<file path="src/rtl/mem_stage_ctrl.sv">
// MEM-stage controller: decodes the EX/MEM control word, runs a req/ack data-memory
// access (word/byte, load/store) and hands registered results to the MEM/WB buffer.
module mem_stage_ctrl #(
    parameter int S       = 15,
    parameter int TIMEOUT = 8,
    parameter int CW      = 4
) (
    input  logic         clk,
    input  logic         rst,
    input  logic [S:0]   in_upper,
    input  logic [S:0]   in_lower,
    input  logic [S:0]   in_word,
    input  logic [7:0]   in_byte,
    input  logic [S:0]   in_ctrl,
    output logic         stall,
    output logic         mem_req,
    output logic         mem_we,
    output logic [S:0]   mem_addr,
    output logic [S:0]   mem_wdata,
    output logic [1:0]   mem_be,
    input  logic         mem_ack,
    input  logic [S:0]   mem_rdata,
    output logic [S:0]   out_result,
    output logic [S:0]   out_upper,
    output logic [S:0]   out_ctrl,
    output logic         out_valid,
    output logic         fault
);

    typedef enum logic [1:0] {
        IDLE   = 2'd0,
        ACCESS = 2'd1,
        DONE   = 2'd2
    } state_t;

    state_t        state_q, state_d;
    logic [CW-1:0] cnt_q, cnt_d;
    logic [S:0]    cap_upper_q, cap_upper_d;
    logic [S:0]    cap_ctrl_q, cap_ctrl_d;
    logic          mem_req_q, mem_req_d;
    logic          mem_we_q, mem_we_d;
    logic [S:0]    mem_addr_q, mem_addr_d;
    logic [S:0]    mem_wdata_q, mem_wdata_d;
    logic [1:0]    mem_be_q, mem_be_d;
    logic [S:0]    out_result_q, out_result_d;
    logic [S:0]    out_upper_q, out_upper_d;
    logic [S:0]    out_ctrl_q, out_ctrl_d;
    logic          out_valid_q, out_valid_d;
    logic          fault_q, fault_d;

    logic          is_mem;
    logic          misaligned;
    logic [7:0]    sel_byte;
    logic [S:0]    load_result;
    logic [S:0]    in_ctrl_nowb;
    logic [S:0]    cap_ctrl_nowb;

    assign is_mem     = in_ctrl[5] & (in_ctrl[0] | in_ctrl[1]);
    assign misaligned = ~in_ctrl[2] & in_lower[0];
    assign stall      = ((state_q == IDLE) & is_mem) | (state_q == ACCESS);

    // Byte lane follows the held address; stores retire their address as the result.
    assign sel_byte = mem_addr_q[0] ? mem_rdata[15:8] : mem_rdata[7:0];

    always_comb begin
        load_result = mem_rdata;
        if (cap_ctrl_q[1]) begin
            load_result = mem_addr_q;
        end else if (cap_ctrl_q[2]) begin
            if (cap_ctrl_q[3]) begin
                load_result = {{(S-7){sel_byte[7]}}, sel_byte};
            end else begin
                load_result = {{(S-7){1'b0}}, sel_byte};
            end
        end
    end

    // Faulted instructions must not write the register file.
    always_comb begin
        in_ctrl_nowb     = in_ctrl;
        in_ctrl_nowb[4]  = 1'b0;
        cap_ctrl_nowb    = cap_ctrl_q;
        cap_ctrl_nowb[4] = 1'b0;
    end

    always_comb begin
        state_d      = state_q;
        cnt_d        = cnt_q;
        cap_upper_d  = cap_upper_q;
        cap_ctrl_d   = cap_ctrl_q;
        mem_req_d    = mem_req_q;
        mem_we_d     = mem_we_q;
        mem_addr_d   = mem_addr_q;
        mem_wdata_d  = mem_wdata_q;
        mem_be_d     = mem_be_q;
        out_result_d = out_result_q;
        out_upper_d  = out_upper_q;
        out_ctrl_d   = out_ctrl_q;
        out_valid_d  = 1'b0;
        fault_d      = 1'b0;

        case (state_q)
            IDLE: begin
                cnt_d = '0;
                if (in_ctrl[5] && !is_mem) begin
                    out_result_d = in_lower;
                    out_upper_d  = in_upper;
                    out_ctrl_d   = in_ctrl;
                    out_valid_d  = 1'b1;
                end else if (is_mem) begin
                    cap_upper_d = in_upper;
                    cap_ctrl_d  = in_ctrl;
                    mem_addr_d  = in_lower;
                    mem_we_d    = in_ctrl[1];
                    if (in_ctrl[2]) begin
                        mem_be_d    = in_lower[0] ? 2'b10 : 2'b01;
                        mem_wdata_d = (S+1)'({in_byte, in_byte});
                    end else begin
                        mem_be_d    = 2'b11;
                        mem_wdata_d = in_word;
                    end
                    if (misaligned) begin
                        out_result_d = '0;
                        out_upper_d  = in_upper;
                        out_ctrl_d   = in_ctrl_nowb;
                        out_valid_d  = 1'b1;
                        fault_d      = 1'b1;
                        state_d      = DONE;
                    end else begin
                        mem_req_d = 1'b1;
                        state_d   = ACCESS;
                    end
                end
            end

            ACCESS: begin
                cnt_d = cnt_q + 1'b1;
                // An ack arriving on the expiry edge still completes normally.
                if (mem_ack) begin
                    mem_req_d    = 1'b0;
                    out_result_d = load_result;
                    out_upper_d  = cap_upper_q;
                    out_ctrl_d   = cap_ctrl_q;
                    out_valid_d  = 1'b1;
                    state_d      = DONE;
                end else if (cnt_q == CW'(TIMEOUT - 1)) begin
                    mem_req_d    = 1'b0;
                    out_result_d = '0;
                    out_upper_d  = cap_upper_q;
                    out_ctrl_d   = cap_ctrl_nowb;
                    out_valid_d  = 1'b1;
                    fault_d      = 1'b1;
                    state_d      = DONE;
                end
            end

            DONE: begin
                cnt_d   = '0;
                state_d = IDLE;
            end

            default: begin
                cnt_d   = '0;
                state_d = IDLE;
            end
        endcase
    end

    always_ff @(posedge clk or negedge rst) begin
        if (!rst) begin
            state_q      <= IDLE;
            cnt_q        <= '0;
            cap_upper_q  <= '0;
            cap_ctrl_q   <= '0;
            mem_req_q    <= 1'b0;
            mem_we_q     <= 1'b0;
            mem_addr_q   <= '0;
            mem_wdata_q  <= '0;
            mem_be_q     <= 2'b00;
            out_result_q <= '0;
            out_upper_q  <= '0;
            out_ctrl_q   <= '0;
            out_valid_q  <= 1'b0;
            fault_q      <= 1'b0;
        end else begin
            state_q      <= state_d;
            cnt_q        <= cnt_d;
            cap_upper_q  <= cap_upper_d;
            cap_ctrl_q   <= cap_ctrl_d;
            mem_req_q    <= mem_req_d;
            mem_we_q     <= mem_we_d;
            mem_addr_q   <= mem_addr_d;
            mem_wdata_q  <= mem_wdata_d;
            mem_be_q     <= mem_be_d;
            out_result_q <= out_result_d;
            out_upper_q  <= out_upper_d;
            out_ctrl_q   <= out_ctrl_d;
            out_valid_q  <= out_valid_d;
            fault_q      <= fault_d;
        end
    end

    assign mem_req    = mem_req_q;
    assign mem_we     = mem_we_q;
    assign mem_addr   = mem_addr_q;
    assign mem_wdata  = mem_wdata_q;
    assign mem_be     = mem_be_q;
    assign out_result = out_result_q;
    assign out_upper  = out_upper_q;
    assign out_ctrl   = out_ctrl_q;
    assign out_valid  = out_valid_q;
    assign fault      = fault_q;

endmodule

</file>
<file path="config.mk">
export PLATFORM = sky130hd
export DESIGN_NAME = mem_stage_ctrl
export DESIGN_NICKNAME = d
export VERILOG_FILES = /design/src/rtl/mem_stage_ctrl.sv
export SDC_FILE = /design/constraint.sdc
export NUM_CORES = 1
export LEC_CHECK = 0
export CORE_MARGIN = 4
export CORE_UTILIZATION = 30
export CTS_BUF_LIST = sky130_fd_sc_hd__clkbuf_4
export DETAILED_ROUTE_END_ITERATION = 7
export MAX_ROUTING_LAYER = met4
export SETUP_SLACK_MARGIN = 0.4
export SLEW_MARGIN = 20
export SYNTH_ARGS = -nofsm -noshare
export SYNTH_HDL_FRONTEND = slang
export SYNTH_SLANG_ARGS = --single-unit
</file>
<file path="constraint.sdc">
create_clock -name clk -period 2.1 [get_ports clk]
set_clock_uncertainty 0.05 [all_clocks]
set_input_delay 0.21 -clock clk [delete_from_list [all_inputs] [get_ports clk]]
set_output_delay 0.21 -clock clk [all_outputs]
set_load 0.05 [all_outputs]
</file>
Word level (Yosys, flattened, before mapping)
Cells that the tools add are included.
Word-level totals
  output and inout bits: 87
  bits in registers: 124
  bits of input ports: 91
Operators by class
  $add $sub $neg: 1
  muxes and demuxes: 47
  reduce and logical (&&, ||, !) cells: 8
  equal/unequal tests: 8
  bitwise operators: 7
Operator list (number)
  16-bit two-way mux: 19
  16-bit one-hot mux with 2 select lines: 3
  2-bit two-way mux: 7
  1-bit two-way mux: 12
  3-bit by 2-bit inequality test with 1-bit output, second input constant: 3
  8-bit two-way mux: 1
  2-bit inequality test, second input constant: 3
  1-bit one-hot mux with 2 select lines: 3
  3-bit AND reduction: 2
  5-bit AND reduction: 1
  4-bit by 1-bit adder with 4-bit output, second input constant: 1
  4-bit by 3-bit equality test with 1-bit output, second input constant: 1
  4-bit two-way mux: 1
  2-bit one-hot mux with 2 select lines: 1
  4-bit AND reduction: 1
  1-bit AND: 3
  2-bit by 1-bit equality test with 1-bit output, second input constant: 1
  2-bit zero test: 1
  1-bit inverter: 2
  1-bit bitwise OR: 2
  2-bit nonzero test: 1
  1-bit logical AND: 1
  1-bit zero test: 1

Longest topological paths before layout
Gate-level depths: netlist of run 1.
  word-level depth: 6
  depth in mapped cells: 7

Worst setup path after synthesis of run 1
OpenSTA, ideal clock, no wires.
  path kind: flip-flop to flip-flop
  start: register mem_addr_q[0], in the netlist mem_addr[0]
  end: register out_result_q[7], in the netlist out_result[7]
  stages on the path, launching flop included: 5
  setup slack: 248 ps
  library setup time: 125 ps
  buffers on the path: 0
  arrival: 1678 ps
  period minus slack after synthesis: 1852 ps
  path through: dfrtp_1 > nand2_1 > a211o_1 > a32o_1 > mux2_2
On the way
  cells in the longest elaborated chain, start to end: 6
RTL lines
  from (decl): line 42  | logic [S:0] mem_addr_q, mem_addr_d;
  from (signal assigned): line 192  | mem_addr_q <= mem_addr_d;
  8-bit two-way mux: line 63  | assign sel_byte = mem_addr_q[0] ? mem_rdata[15:8] : mem_rdata[7:0];
  16-bit two-way mux: line 70  | if (cap_ctrl_q[3]) begin
  16-bit two-way mux: line 69  | end else if (cap_ctrl_q[2]) begin
  16-bit two-way mux: line 67  | if (cap_ctrl_q[1]) begin
  16-bit two-way mux: line 139  | if (mem_ack) begin
  16-bit one-hot mux with 2 select lines: line 102  | case (state_q)
  to (signal assigned): line 195  | out_result_q <= out_result_d;
  to (decl): line 45  | logic [S:0] out_result_q, out_result_d;
No other way between the ends.
A chain may end at the register's enable or synchronous reset.

Worst setup path after layout of run 1
  start: register cnt_q[1]
  end: register out_ctrl_q[10], in the netlist out_ctrl[10]
On the way
  cells in the longest elaborated chain, start to end: 3
RTL lines
  from (decl): line 37  | logic [CW-1:0] cnt_q, cnt_d;
  from (signal assigned): line 187  | cnt_q <= cnt_d;
  4-bit by 3-bit equality test with 1-bit output: line 146  | end else if (cnt_q == CW'(TIMEOUT - 1)) begin
  3-bit by 2-bit inequality test with 1-bit output (no line)
  4-bit AND reduction (no line)
  to (signal assigned): line 197  | out_ctrl_q <= out_ctrl_d;
  to (decl): line 47  | logic [S:0] out_ctrl_q, out_ctrl_d;
No other way between the ends.

==> results of run 1 <==
-- sequential cells by signal, summed over array words and instances, names as in the netlist --
signal and flops:
mem_wdata 16, fault 1, mem_req 1, mem_addr 16, cnt_q 4, state_q 2
out_upper 16, mem_be 2, cap_ctrl_q 16, out_valid 1, out_result 16, out_ctrl 16
cap_upper_q 16
-- what timing repair did --
item / in CTS / in global routing
buffers inserted: 9 / 7
endpoints found under the hold margin: 83 / 0
hold buffers: 1 / 0
pin swaps: 2 / 9
cloned: 1 / 6
resized for setup: 275 / 13
setup endpoints to repair: 181 / 71
-- critical path, stage by stage, from the launching register on --
cell and delay (ns):
dfrtp_1 0.40, ha_2 0.19, and3b_2 0.23, o21ai_4 0.16, a21o_4 0.22, clkinv_8 0.11, clkbuf_16 0.18, mux2_4 0.29
-- layout by cell type (no fill, tap or decap), types with 12 or more instances in the layout --
master,instances
inv_1,12
o21ai_0,24
clkbuf_4,20
nand2_1,220
dfrtp_1,121
mux2_2,19
clkdlybuf4s50_1,89
clkdlybuf4s15_2,84
mux2i_1,17
buf_4,34
mux2_4,30
-- power breakdown --
| group | internal, mW | switching [mW] | total [mW] |
|---|---|---|---|
| Combinational | 2.30 | 3.79 | 6.09 |
| Sequential | 3.21 | 0.557 | 3.77 |
| Clock | 0.699 | 0.877 | 1.58 |
-- kinds of logic after synthesis --
| group | Yosys count | share of synthesized area [%] |
|---|---|---|
| compound gates | 73 | 8.84 |
| xor+xnor | 2 | 0.301 |
| fa+ha+maj | 1 | 0.215 |
| buf+inv | 48 | 4.31 |
| flops | 123 | 52.8 |
| mux | 66 | 14.3 |
| simple gates | 268 | 19.2 |
-- through the flow --
stage	area (um2)	hold WS, ns	total power, mW	setup WS [ns]
global route	8830	0.123	12.1	0.100
finish	8830	0.168	11.4	0.163
global placement	8100	0.175	9.82	0.0346
detailed placement	8100	0.167	9.88	0.00197
CTS	8590	0.117	11.4	0.142
floorplan	5860	-0.136	7.65	0.309
-- metal layers --
layer,GRT usage [%],up-vias,routed length (um)
li1,-,2384,-
met1,21.4,2333,8050
met2,24.2,184,7890
met3,6.10,8,1530
met4,3.68,0,133
met5,-,-,0
-- worst min path at each step --
stage | to | slack, ns | cells past startpoint
floorplan | cap_ctrl_q[0] | -0.14 | 0
global placement | cap_upper_q[12] | 0.18 | 1
detailed placement | cap_upper_q[12] | 0.17 | 1
CTS | mem_addr[12] | 0.12 | 3
global route | cap_ctrl_q[8] | 0.12 | 3
finish | cap_upper_q[12] | 0.17 | 2
-- layout make-up --
| cell class | instances | area share (%) |
|---|---|---|
| Antenna cell | 1 | 0.0284 |
| Clock buffer | 19 | 1.62 |
| Clock inverter | 10 | 1.18 |
| Inverter | 13 | 0.695 |
| Multi-Input combinational cell | 410 | 28.9 |
| Sequential cell | 123 | 34.9 |
| Tap cell | 260 | 3.69 |
| Timing Repair Buffer | 233 | 28.8 |
| Timing Repair inverter | 1 | 0.128 |
==> qor.json, run 1 <==
{
  "synthesis.instances": 581,
  "cts_max_level": 4,
  "netlist-cell-type-count": 40,
  "cts_tree": "built",
  "synth.ff_latch_count": 123,
  "grt_overflow_total": 0,
  "maxSlewViolCount": 0,
  "yosysMostFrequentCell": "nand2_1",
  "final_cells": 1070,
  "finalNetCount": 891,
  "timing.critical_path.from": "cnt_q[1]",
  "fin_crit_sh_pct": 92.2,
  "arrival_ns": 2.29,
  "postLayoutCoreUtil_pct": 46.7,
  "crit-reg2reg-capture": "out_ctrl[10]",
  "clkLatencyLatePin_ns": 0.51,
  "endpoint": "out_ctrl[10]",
  "worst_r2r_startpoint": "cnt_q[1]",
  "design.die.area_um2": 21700,
  "grt_max_degree": 57,
  "period_minus_slack_ns": 1.94,
  "route.vias.total": 4909,
  "timing.final.setup_violations": 0,
  "seqCellArea_um2": 3080,
  "cts-root-buf": "clkbuf_4",
  "synth_area_leader": "dfrtp_1",
  "max-cap-violations": 0,
  "floorplan.initialDensity_pct": 30.9,
  "p_leak_nw": 4.15,
  "setup_tns_ns": 0,
  "multi_input_logic_area_um2": 2550,
  "coreArea_um2": 18900,
  "cp-start-kind": "flop",
  "slew_headroom_pct": 62.5,
  "grt_setup_unrepaired": "true",
  "postSynth.asyncResetShare_pct": 100,
  "dp.cells": 1016,
  "ir_drop_mv": 0.502,
  "first_global_vias": 4886,
  "syn-mean-instance-area_um2": 10.0,
  "dp_hpwl_mm": 11.9,
  "track_usage_pct": 16.3,
  "powerDensity_nw_per_um2": 1300,
  "area_growth_syn_to_layout_pct": 51.4,
  "numPortBuffers": 177,
  "max_freq_mhz": 516,
  "gp_routability_congestion": 0.769,
  "synth.net_count": 673,
  "netlist_area_um2": 5830,
  "cp_max_fo": 7,
  "boundaryPins": 178,
  "result_of_the_run": "finished clean",
  "setup.worst_path.class": "flop to flop",
  "min-delay-path-class": "input pin to async pin",
  "max-clock-path-buffers": 2,
  "antenna_found_initial": 1,
  "die-width_um": 147,
  "synth_area_leaders": "dfrtp_1 53%, nand2_1 14%, mux2_4 7.7%",
  "postRouteAntennaNets": 0,
  "post_drt_wl_per_cell_um": 16.4,
  "synth_enable_flop_cells": 0,
  "worst-r2r-setup-slack_ns": 0.16,
  "sequential_cell_area_fraction_in_the_yosys_report_pct": 52.8,
  "post-synth-top-area-fraction_pct": 52.8,
  "synth.yosys.warnings": 0,
  "tightestPinTransition_ns": 0.562,
  "post_route_cells_drive_above_1_share_pct": 29.2,
  "final-hold-violation-count": 0,
  "synth.top_cells.by_count": "221 x nand2_1, 123 x dfrtp_1, 30 x mux2_4, 24 x o21ai_0, 19 x mux2_2",
  "drt_iter0_markers": 203,
  "n_fill_cell": 1808,
  "synth_top_flop_cell": "dfrtp_1",
  "ff2ff_path_depth": 7,
  "path_clk_slew_ns": 0.11,
  "fp-row-count": 50,
  "routed_wirelength_mm": 17.6,
  "via_cell_ratio": 4.59,
  "dr.pass1.iters": 5,
  "cts.sinks": 123,
  "grt_pass1_wl_mm": 27.0,
  "critPathCaptureType": "flop",
  "critical_path_required_ns": 2.45,
  "die_h_um": 147,
  "num_cts_buffers": 17,
  "remaining_drc_errors": 0
}
(Power assumes the default switching activity.)
==> run 2: changes to the inputs <==
--- a/config.mk
+++ b/config.mk
@@ -5,7 +5,7 @@
 export SDC_FILE = /design/constraint.sdc
 export NUM_CORES = 1
 export LEC_CHECK = 0
-export CORE_MARGIN = 4
+export CAP_MARGIN = 10
 export CORE_UTILIZATION = 30
 export CTS_BUF_LIST = sky130_fd_sc_hd__clkbuf_4
 export DETAILED_ROUTE_END_ITERATION = 7
==> run 2 against run 1 <==
Sequential power about the same; register-to-register slack better by 0.08 ns; maximum frequency up 4.4%; critical path depth unchanged; sequential share of layout area up 0.87 points; clock power down 4%; die area down 8.0%; power down 2.2%; critical endpoint is now out_ctrl[1]; largest power group unchanged.
==> qor.json, run 2 (synthesis gave the netlist of run 1 again) <==
{
  "result_of_the_run": {"value": "finished clean", "change": "unchanged"},
  "die_h": {"value": 141, "unit": "um", "change": "was 147 um"},
  "final-hold-violation-count": {"value": 0, "change": "unchanged"},
  "mostFrequentLayoutCell": {"value": "nand2_1", "change": "unchanged"},
  "crit_path_max_incr_delay": {"value": 0.40, "unit": "ns", "change": "about the same"},
  "powerDensity": {"value": 1300, "unit": "nW/um2", "change": "about the same"},
  "min-delay-path-class": {"value": "input pin to async pin", "change": "unchanged"},
  "fin_crit_sh": {"value": 88.3, "unit": "%", "change": "was 92.2%"},
  "track_usage": {"value": 17.5, "unit": "%", "change": "was 16.3%"},
  "fin_area": {"value": 8620, "unit": "um2", "change": "was 8830 um2"},
  "tightestPinTransition": {"value": 0.469, "unit": "ns", "change": "was 0.562 ns"},
  "first_global_vias": {"value": 4882, "change": "was 4886"},
  "placedInstanceArea": {"value": 8080, "unit": "um2", "change": "was 8100 um2"},
  "p_leak": {"value": 4.05, "unit": "nW", "change": "was 4.15 nW"},
  "fp-row-count": {"value": 50, "change": "unchanged"},
  "grt_setup_unrepaired": {"value": "true", "change": "unchanged"},
  "cts_tree": {"value": "built", "change": "unchanged"},
  "cp_max_fo": {"value": 9, "change": "was 7"},
  "floorplan.initialDensity": {"value": 30.9, "unit": "%", "change": "unchanged"},
  "die-width": {"value": 141, "unit": "um", "change": "was 147 um"},
  "layout_common_cells": {"value": "220 x nand2_1, 120 x dfrtp_1, 89 x clkdlybuf4s50_1, 79 x clkdlybuf4s15_2, 30 x mux2_4", "change": "was 220 x nand2_1, 121 x dfrtp_1, 89 x clkdlybuf4s50_1, 84 x clkdlybuf4s15_2, 34 x buf_4"},
  "dr.pass1.iters": {"value": 4, "change": "was 5"},
  "cp-start-kind": {"value": "flop", "change": "unchanged"},
  "postRouteAntennaNets": {"value": 0, "change": "unchanged"},
  "cts-root-buf": {"value": "clkbuf_4", "change": "unchanged"},
  "post_route_cells_drive_above_1_share": {"value": 28.2, "unit": "%", "change": "was 29.2%"},
  "numPortBuffers": {"value": 177, "change": "unchanged"},
  "timing.critical_path.cells": {"value": "ha_2 > and3b_2 > o21ai_4 > a21o_4 > clkinv_8 > buf_12 > mux2_4", "change": "was ha_2 > and3b_2 > o21ai_4 > a21o_4 > clkinv_8 > clkbuf_16 > mux2_4"},
  "arrival": {"value": 2.21, "unit": "ns", "change": "was 2.29 ns"},
  "coreArea": {"value": 18900, "unit": "um2", "change": "unchanged"},
  "max_freq": {"value": 539, "unit": "MHz", "change": "was 516 MHz"},
  "gp_routability_congestion": {"value": 0.794, "change": "was 0.769"},
  "grt_overflow_total": {"value": 0, "change": "unchanged"},
  "design.die.area": {"value": 20000, "unit": "um2", "change": "was 21700 um2"},
  "placement.setup.worst_slack": {"value": 0.0112, "unit": "ns", "change": "was 0.00197 ns"},
  "timing.critical_path.from": {"value": "cnt_q[1]", "change": "unchanged"},
  "dp_hpwl": {"value": 11.4, "unit": "mm", "change": "was 11.9 mm"},
  "cts.sinks": {"value": 123, "change": "unchanged"},
  "ff2ff_path_depth": {"value": 7, "change": "unchanged"},
  "routed_wirelength": {"value": 16.3, "unit": "mm", "change": "was 17.6 mm"},
  "postLayoutCoreUtil": {"value": 45.6, "unit": "%", "change": "was 46.7%"},
  "setup_tns": {"value": 0, "unit": "ns", "change": "unchanged"},
  "max-clock-path-buffers": {"value": 2, "change": "unchanged"},
  "grt_pass1_wl": {"value": 26.0, "unit": "mm", "change": "was 27.0 mm"},
  "antenna_found_initial": {"value": 0, "change": "was 1"},
  "path_clk_slew": {"value": 0.11, "unit": "ns", "change": "about the same"},
  "via_cell_ratio": {"value": 4.54, "change": "was 4.59"},
  "antennaDiodeCount": {"value": 0, "change": "was 1"},
  "cts_max_level": {"value": 4, "change": "unchanged"},
  "timing.final.setup_violations": {"value": 0, "change": "unchanged"},
  "worst_path_dominant_cell_family": {"value": "flip-flops", "change": "unchanged"},
  "remaining_drc_errors": {"value": 0, "change": "unchanged"},
  "area_growth_syn_to_layout": {"value": 47.8, "unit": "%", "change": "was 51.4%"},
  "timing.final.ws_setup": {"value": 0.245, "unit": "ns", "change": "was 0.163 ns"},
  "boundaryPins": {"value": 178, "change": "unchanged"},
  "drt_iter0_markers": {"value": 231, "change": "was 203"},
  "worst_path_cell_with_the_longest_stage_delay": {"value": "dfrtp_1", "change": "unchanged"},
  "grt_max_degree": {"value": 49, "change": "was 57"},
  "clkLatencyLatePin": {"value": 0.52, "unit": "ns", "change": "was 0.51 ns"},
  "setup.worst_path.class": {"value": "flop to flop", "change": "unchanged"},
  "route.vias.total": {"value": 4802, "change": "was 4909"},
  "critical_path_required": {"value": 2.46, "unit": "ns", "change": "was 2.45 ns"},
  "period_minus_slack": {"value": 1.86, "unit": "ns", "change": "was 1.94 ns"},
  "ir_drop": {"value": 0.572, "unit": "mV", "change": "was 0.502 mV"},
  "max-cap-violations": {"value": 0, "change": "unchanged"},
  "post_drt_wl_per_cell": {"value": 15.4, "unit": "um", "change": "was 16.4 um"},
  "slew_headroom": {"value": 68.7, "unit": "%", "change": "was 62.5%"},
  "worstPathBufferInverterCount": {"value": 2, "change": "unchanged"},
  "worstSetupPathDepth": {"value": 7, "change": "unchanged"},
  "maxSlewViolCount": {"value": 0, "change": "unchanged"},
  "critPathCaptureType": {"value": "flop", "change": "unchanged"},
  "worst_r2r_startpoint": {"value": "cnt_q[1]", "change": "unchanged"},
  "num_cts_buffers": {"value": 17, "change": "unchanged"},
  "finalNetCount": {"value": 877, "change": "was 891"}
}
-- run 2: changes by cell type in the layout (fill, tap and decap cells not counted), moves of 2 or more --
| cell | before | now |
|---|---|---|
| clkbuf_2 | 0 | 5 |
| buf_4 | 34 | 26 |
| buf_6 | 6 | 4 |
| buf_12 | 9 | 11 |
| clkdlybuf4s15_2 | 84 | 79 |
| clkbuf_16 | 5 | 1 |
| clkbuf_4 | 20 | 24 |
-- run 2: path summary, 6_finish.rpt --
check / end / slack [ns]
hold / removal: cap_ctrl_q[7] / 0.14
setup reg to reg: out_ctrl[1] / 0.24
min in group clk: cap_ctrl_q[4] / 0.19
hold reg to reg: cap_ctrl_q[5] / 0.43
setup / recovery: out_ctrl[1] / 0.24
max in group asynchronous: out_ctrl[6] / 1.20
-- run 2: metal layers --
metal,GRT usage (%),routed length [um]
met3,5.13,1140
met1,22.2,7630
met2,26.8,7300
met4,5.55,216
met5,-,0
-- run 2: power by group --
part	total, mW	switching [mW]	internal [mW]	leakage, nW
logic	5.90	3.71	2.19	2.40
registers	3.78	0.566	3.21	1.51
clock network	1.51	0.872	0.634	0.138
total	11.2	5.15	6.03	4.05
-- run 2: per-stage QoR --
stage	hold slack, ns	total power [mW]	instances
2_1_floorplan	-0.136	7.65	581
3_3_place_gp	0.137	9.78	1012
3_5_place_dp	0.131	9.83	1012
4_1_cts	0.101	11.3	1052
5_1_grt	0.134	11.8	1058
6_report	0.141	11.2	1058
-- run 2: cell type report --
class | count | area (um2)
clock buffers | 22 | 165
clock inverters | 10 | 77.6
fillers | 1853 | 10300
inverters | 13 | 61.3
multi-input cells | 410 | 2550
flip-flops and latches | 123 | 3080
well taps | 260 | 325
repair buffers | 220 | 2360
-- run 2: worst reg2reg max path, cell delays in order (launching register included) --
cell,delay (ns)
dfrtp_1,0.40
ha_2,0.19
and3b_2,0.24
o21ai_4,0.15
a21o_4,0.17
clkinv_8,0.09
buf_12,0.16
mux2_4,0.29
-- run 2: repair_timing --
action	in CTS	in global routing
setup buffers	6	5
gates cloned	1	1
endpoints found under the setup margin	159	74
hold buffers	1	0
hold endpoints to repair	123	0
gates resized for setup	269	13
pin swaps	2	4
==> run 3: changes to the inputs <==
--- a/config.mk
+++ b/config.mk
@@ -6,6 +6,7 @@
 export NUM_CORES = 1
 export LEC_CHECK = 0
 export CAP_MARGIN = 10
+export CORE_MARGIN = 2
 export CORE_UTILIZATION = 30
 export CTS_BUF_LIST = sky130_fd_sc_hd__clkbuf_4
 export DETAILED_ROUTE_END_ITERATION = 7
==> constraint.sdc (replaced) <==
create_clock -name clk -period 2.4 [get_ports clk]
set_clock_uncertainty 0.05 [all_clocks]
set_input_delay 0.24 -clock clk [delete_from_list [all_inputs] [get_ports clk]]
set_output_delay 0.24 -clock clk [all_outputs]
set_load 0.05 [all_outputs]
==> run 3 against run 2 <==
Largest power group unchanged; register-to-register slack gained 0.23 ns; cell count is 1.5% lower; flip-flop and latch count did not move; critical path type is now flop to output pin; die area up 2.8%; largest cell class unchanged; via count shrank 2.0%; count of clock-buffer cells in the layout shrank 4.
==> qor.json, run 3 (synthesis gave the netlist of run 1 again) <==
{
  "postRouteAntennaNets": {"value": 0, "change": "unchanged"},
  "dr.pass1.iters": {"value": 4, "change": "unchanged"},
  "via_cell_ratio": {"value": 4.51, "change": "was 4.54"},
  "post_route_cells_drive_above_1_share": {"value": 15.0, "unit": "%", "change": "was 28.2%"},
  "layout_common_cells": {"value": "220 x nand2_1, 120 x dfrtp_1, 89 x clkdlybuf4s50_1, 84 x dlygate4sd2_1, 30 x mux2_4", "change": "was 220 x nand2_1, 120 x dfrtp_1, 89 x clkdlybuf4s50_1, 79 x clkdlybuf4s15_2, 30 x mux2_4"},
  "track_usage": {"value": 17.1, "unit": "%", "change": "was 17.5%"},
  "setup_tns": {"value": 0, "unit": "ns", "change": "unchanged"},
  "numPortBuffers": {"value": 177, "change": "unchanged"},
  "n_fill_cell": {"value": 1857, "change": "was 1853"},
  "max-cap-violations": {"value": 0, "change": "unchanged"},
  "grt_max_degree": {"value": 60, "change": "was 49"},
  "num_cts_buffers": {"value": 17, "change": "unchanged"},
  "ir_drop": {"value": 0.535, "unit": "mV", "change": "was 0.572 mV"},
  "crit_path_max_incr_delay": {"value": 0.47, "unit": "ns", "change": "was 0.40 ns"},
  "clkLatencyLatePin": {"value": 0.52, "unit": "ns", "change": "about the same"},
  "die_h": {"value": 143, "unit": "um", "change": "was 141 um"},
  "slew_headroom": {"value": 61.6, "unit": "%", "change": "was 68.7%"},
  "antennaDiodeCount": {"value": 0, "change": "unchanged"},
  "post_drt_wl_per_cell": {"value": 16.0, "unit": "um", "change": "was 15.4 um"},
  "finalNetCount": {"value": 863, "change": "was 877"},
  "powerDensity": {"value": 1170, "unit": "nW/um2", "change": "was 1300 nW/um2"},
  "grt_pass1_wl": {"value": 25.9, "unit": "mm", "change": "was 26.0 mm"},
  "placement.setup.worst_slack": {"value": 0.128, "unit": "ns", "change": "was 0.0112 ns"},
  "floorplan.initialDensity": {"value": 30.9, "unit": "%", "change": "unchanged"},
  "grt_setup_unrepaired": {"value": "true", "change": "unchanged"},
  "timing.final.setup_violations": {"value": 0, "change": "unchanged"},
  "area_growth_syn_to_layout": {"value": 41.7, "unit": "%", "change": "was 47.8%"},
  "p_leak": {"value": 4.09, "unit": "nW", "change": "was 4.05 nW"},
  "antenna_found_initial": {"value": 0, "change": "unchanged"},
  "result_of_the_run": {"value": "finished clean", "change": "unchanged"},
  "cp-start-kind": {"value": "flop", "change": "unchanged"},
  "maxSlewViolCount": {"value": 0, "change": "unchanged"},
  "remaining_drc_errors": {"value": 0, "change": "unchanged"},
  "route.vias.total": {"value": 4704, "change": "was 4802"},
  "design.die.area": {"value": 20600, "unit": "um2", "change": "was 20000 um2"},
  "cts-root-buf": {"value": "clkbuf_4", "change": "unchanged"},
  "timing.final.ws_setup": {"value": 0.459, "unit": "ns", "change": "was 0.245 ns"},
  "cts.sinks": {"value": 123, "change": "unchanged"},
  "tightestPinTransition": {"value": 0.578, "unit": "ns", "change": "was 0.469 ns"},
  "dp_hpwl": {"value": 11.3, "unit": "mm", "change": "was 11.4 mm"},
  "final-hold-violation-count": {"value": 0, "change": "unchanged"},
  "min-delay-path-class": {"value": "input pin to async pin", "change": "unchanged"},
  "fin_crit_sh_pct": 80.9,
  "setup.worst_path.class": {"value": "flop to output pin", "change": "was flop to flop"},
  "mostFrequentLayoutCell": {"value": "nand2_1", "change": "unchanged"},
  "final_cells": {"value": 1042, "change": "was 1058"},
  "first_global_vias": {"value": 4750, "change": "was 4882"},
  "worst_path_dominant_cell_family": {"value": "simple AND/OR/NAND/NOR gates", "change": "was flip-flops"},
  "max-clock-path-buffers": {"value": 2, "change": "unchanged"},
  "grt_overflow_total": {"value": 0, "change": "unchanged"},
  "critPathCaptureType": {"value": "output pin", "change": "was flop"},
  "boundaryPins": {"value": 178, "change": "unchanged"},
  "coreArea": {"value": 18900, "unit": "um2", "change": "unchanged"},
  "cts_max_level": {"value": 4, "change": "unchanged"},
  "drt_iter0_markers": {"value": 189, "change": "was 231"},
  "dp.cells": {"value": 1003, "change": "was 1012"},
  "arrival": {"value": 1.65, "unit": "ns", "change": "was 2.21 ns"},
  "die-width": {"value": 143, "unit": "um", "change": "was 141 um"},
  "worstPathBufferInverterCount": {"value": 1, "change": "was 2"},
  "worst_path_cell_with_the_longest_stage_delay": {"value": "dfrtp_2", "change": "was dfrtp_1"},
  "routed_wirelength": {"value": 16.7, "unit": "mm", "change": "was 16.3 mm"},
  "critical_path_required": {"value": 2.11, "unit": "ns", "change": "was 2.46 ns"},
  "timing.critical_path.cells": {"value": "or3_4 > nand2_2 > buf_12", "change": "was ha_2 > and3b_2 > o21ai_4 > a21o_4 > clkinv_8 > buf_12 > mux2_4"},
  "gp_routability_congestion": {"value": 0.780, "change": "was 0.794"},
  "cp_max_fo": {"value": 6, "change": "was 9"},
  "period_minus_slack_ns": 1.94,
  "path_clk_slew": {"value": 0.11, "unit": "ns", "change": "about the same"},
  "max_freq_mhz": 515,
  "cts_tree": {"value": "built", "change": "unchanged"},
  "fp-row-count": {"value": 50, "change": "unchanged"}
}
[run 3: changes by cell type in the layout (fill, tap and decap cells not counted), sizes merged]
cell,change
dlygate4sd2,+84
clkdlybuf4s15,-78
buf,-15
clkbuf,-9
bufinv,+3
clkinv,-1
clkinvlp,-1
inv,+1
[run 3: area by class of cell]
type	count	area [um2]	area share, %
multi-input combinational	410	2520	30.5
clock inverter	12	155	1.88
sequential	123	3080	37.3
inverter	13	51.3	0.621
clock buffer	18	135	1.64
tap	260	325	3.94
timing repair buffer	206	1990	24.1
[run 3: path summary, 6_finish.rpt]
check | from | to | slack, ns | depth (start not counted)
max | state_q[0] | stall | 0.46 | 3
min | rst | out_upper[4] | 0.15 | 2
max reg2reg | cnt_q[0] | out_upper[5] | 0.47 | 7
min reg2reg | cap_ctrl_q[5] | cap_ctrl_q[5] | 0.42 | 1
max in group asynchronous | rst | mem_addr[0] | 1.46 | 3
min in group clk | in_upper[7] | cap_upper_q[7] | 0.22 | 3
[run 3: through the flow]
step                hold WS [ns]  power (mW)  area [um2]  utilization (%)
floorplan                 -0.106        6.68        5830                -
global placement           0.142        8.51        7950             42.1
detailed placement         0.139        8.55        7950             42.1
CTS                       0.0988        9.76        8160             43.2
global route               0.122        10.3        8260             43.7
finish                     0.147        9.70        8260             43.7
[run 3: worst register-to-register path, delay by kind of cell, from the launching register on]
| kind | cells | cell delay (ns) |
|---|---|---|
| buffers and inverters | 2 | 0.25 |
| AOI/OAI and AO/OA | 2 | 0.36 |
| and+or+nand+nor | 1 | 0.24 |
| adders and majority gates | 1 | 0.22 |
| muxes | 1 | 0.30 |
| DFF | 1 | 0.41 |
[run 3: timing repair]
action	in CTS	in global routing
gates resized for setup	94	6
cloned	0	2
setup buffers	0	6
endpoints found under the setup margin	87	42
hold buffers	1	0
pin swaps	0	2
endpoints found under the hold margin	122	0
[run 3: routing by layer]
metal  share of wire, %  up-vias  GRT usage [%]
li1                   -     2327              -
met1                 47     2222           22.3
met2                 46      143           26.3
met3                6.5       12           5.33
met4               0.59        0           3.72
met5                  0        -              -
[run 3: power breakdown]
group | switching [mW] | internal (mW)
clock network | 0.765 | 0.805
logic | 3.23 | 1.62
registers | 0.467 | 2.81
total | 4.46 | 5.23
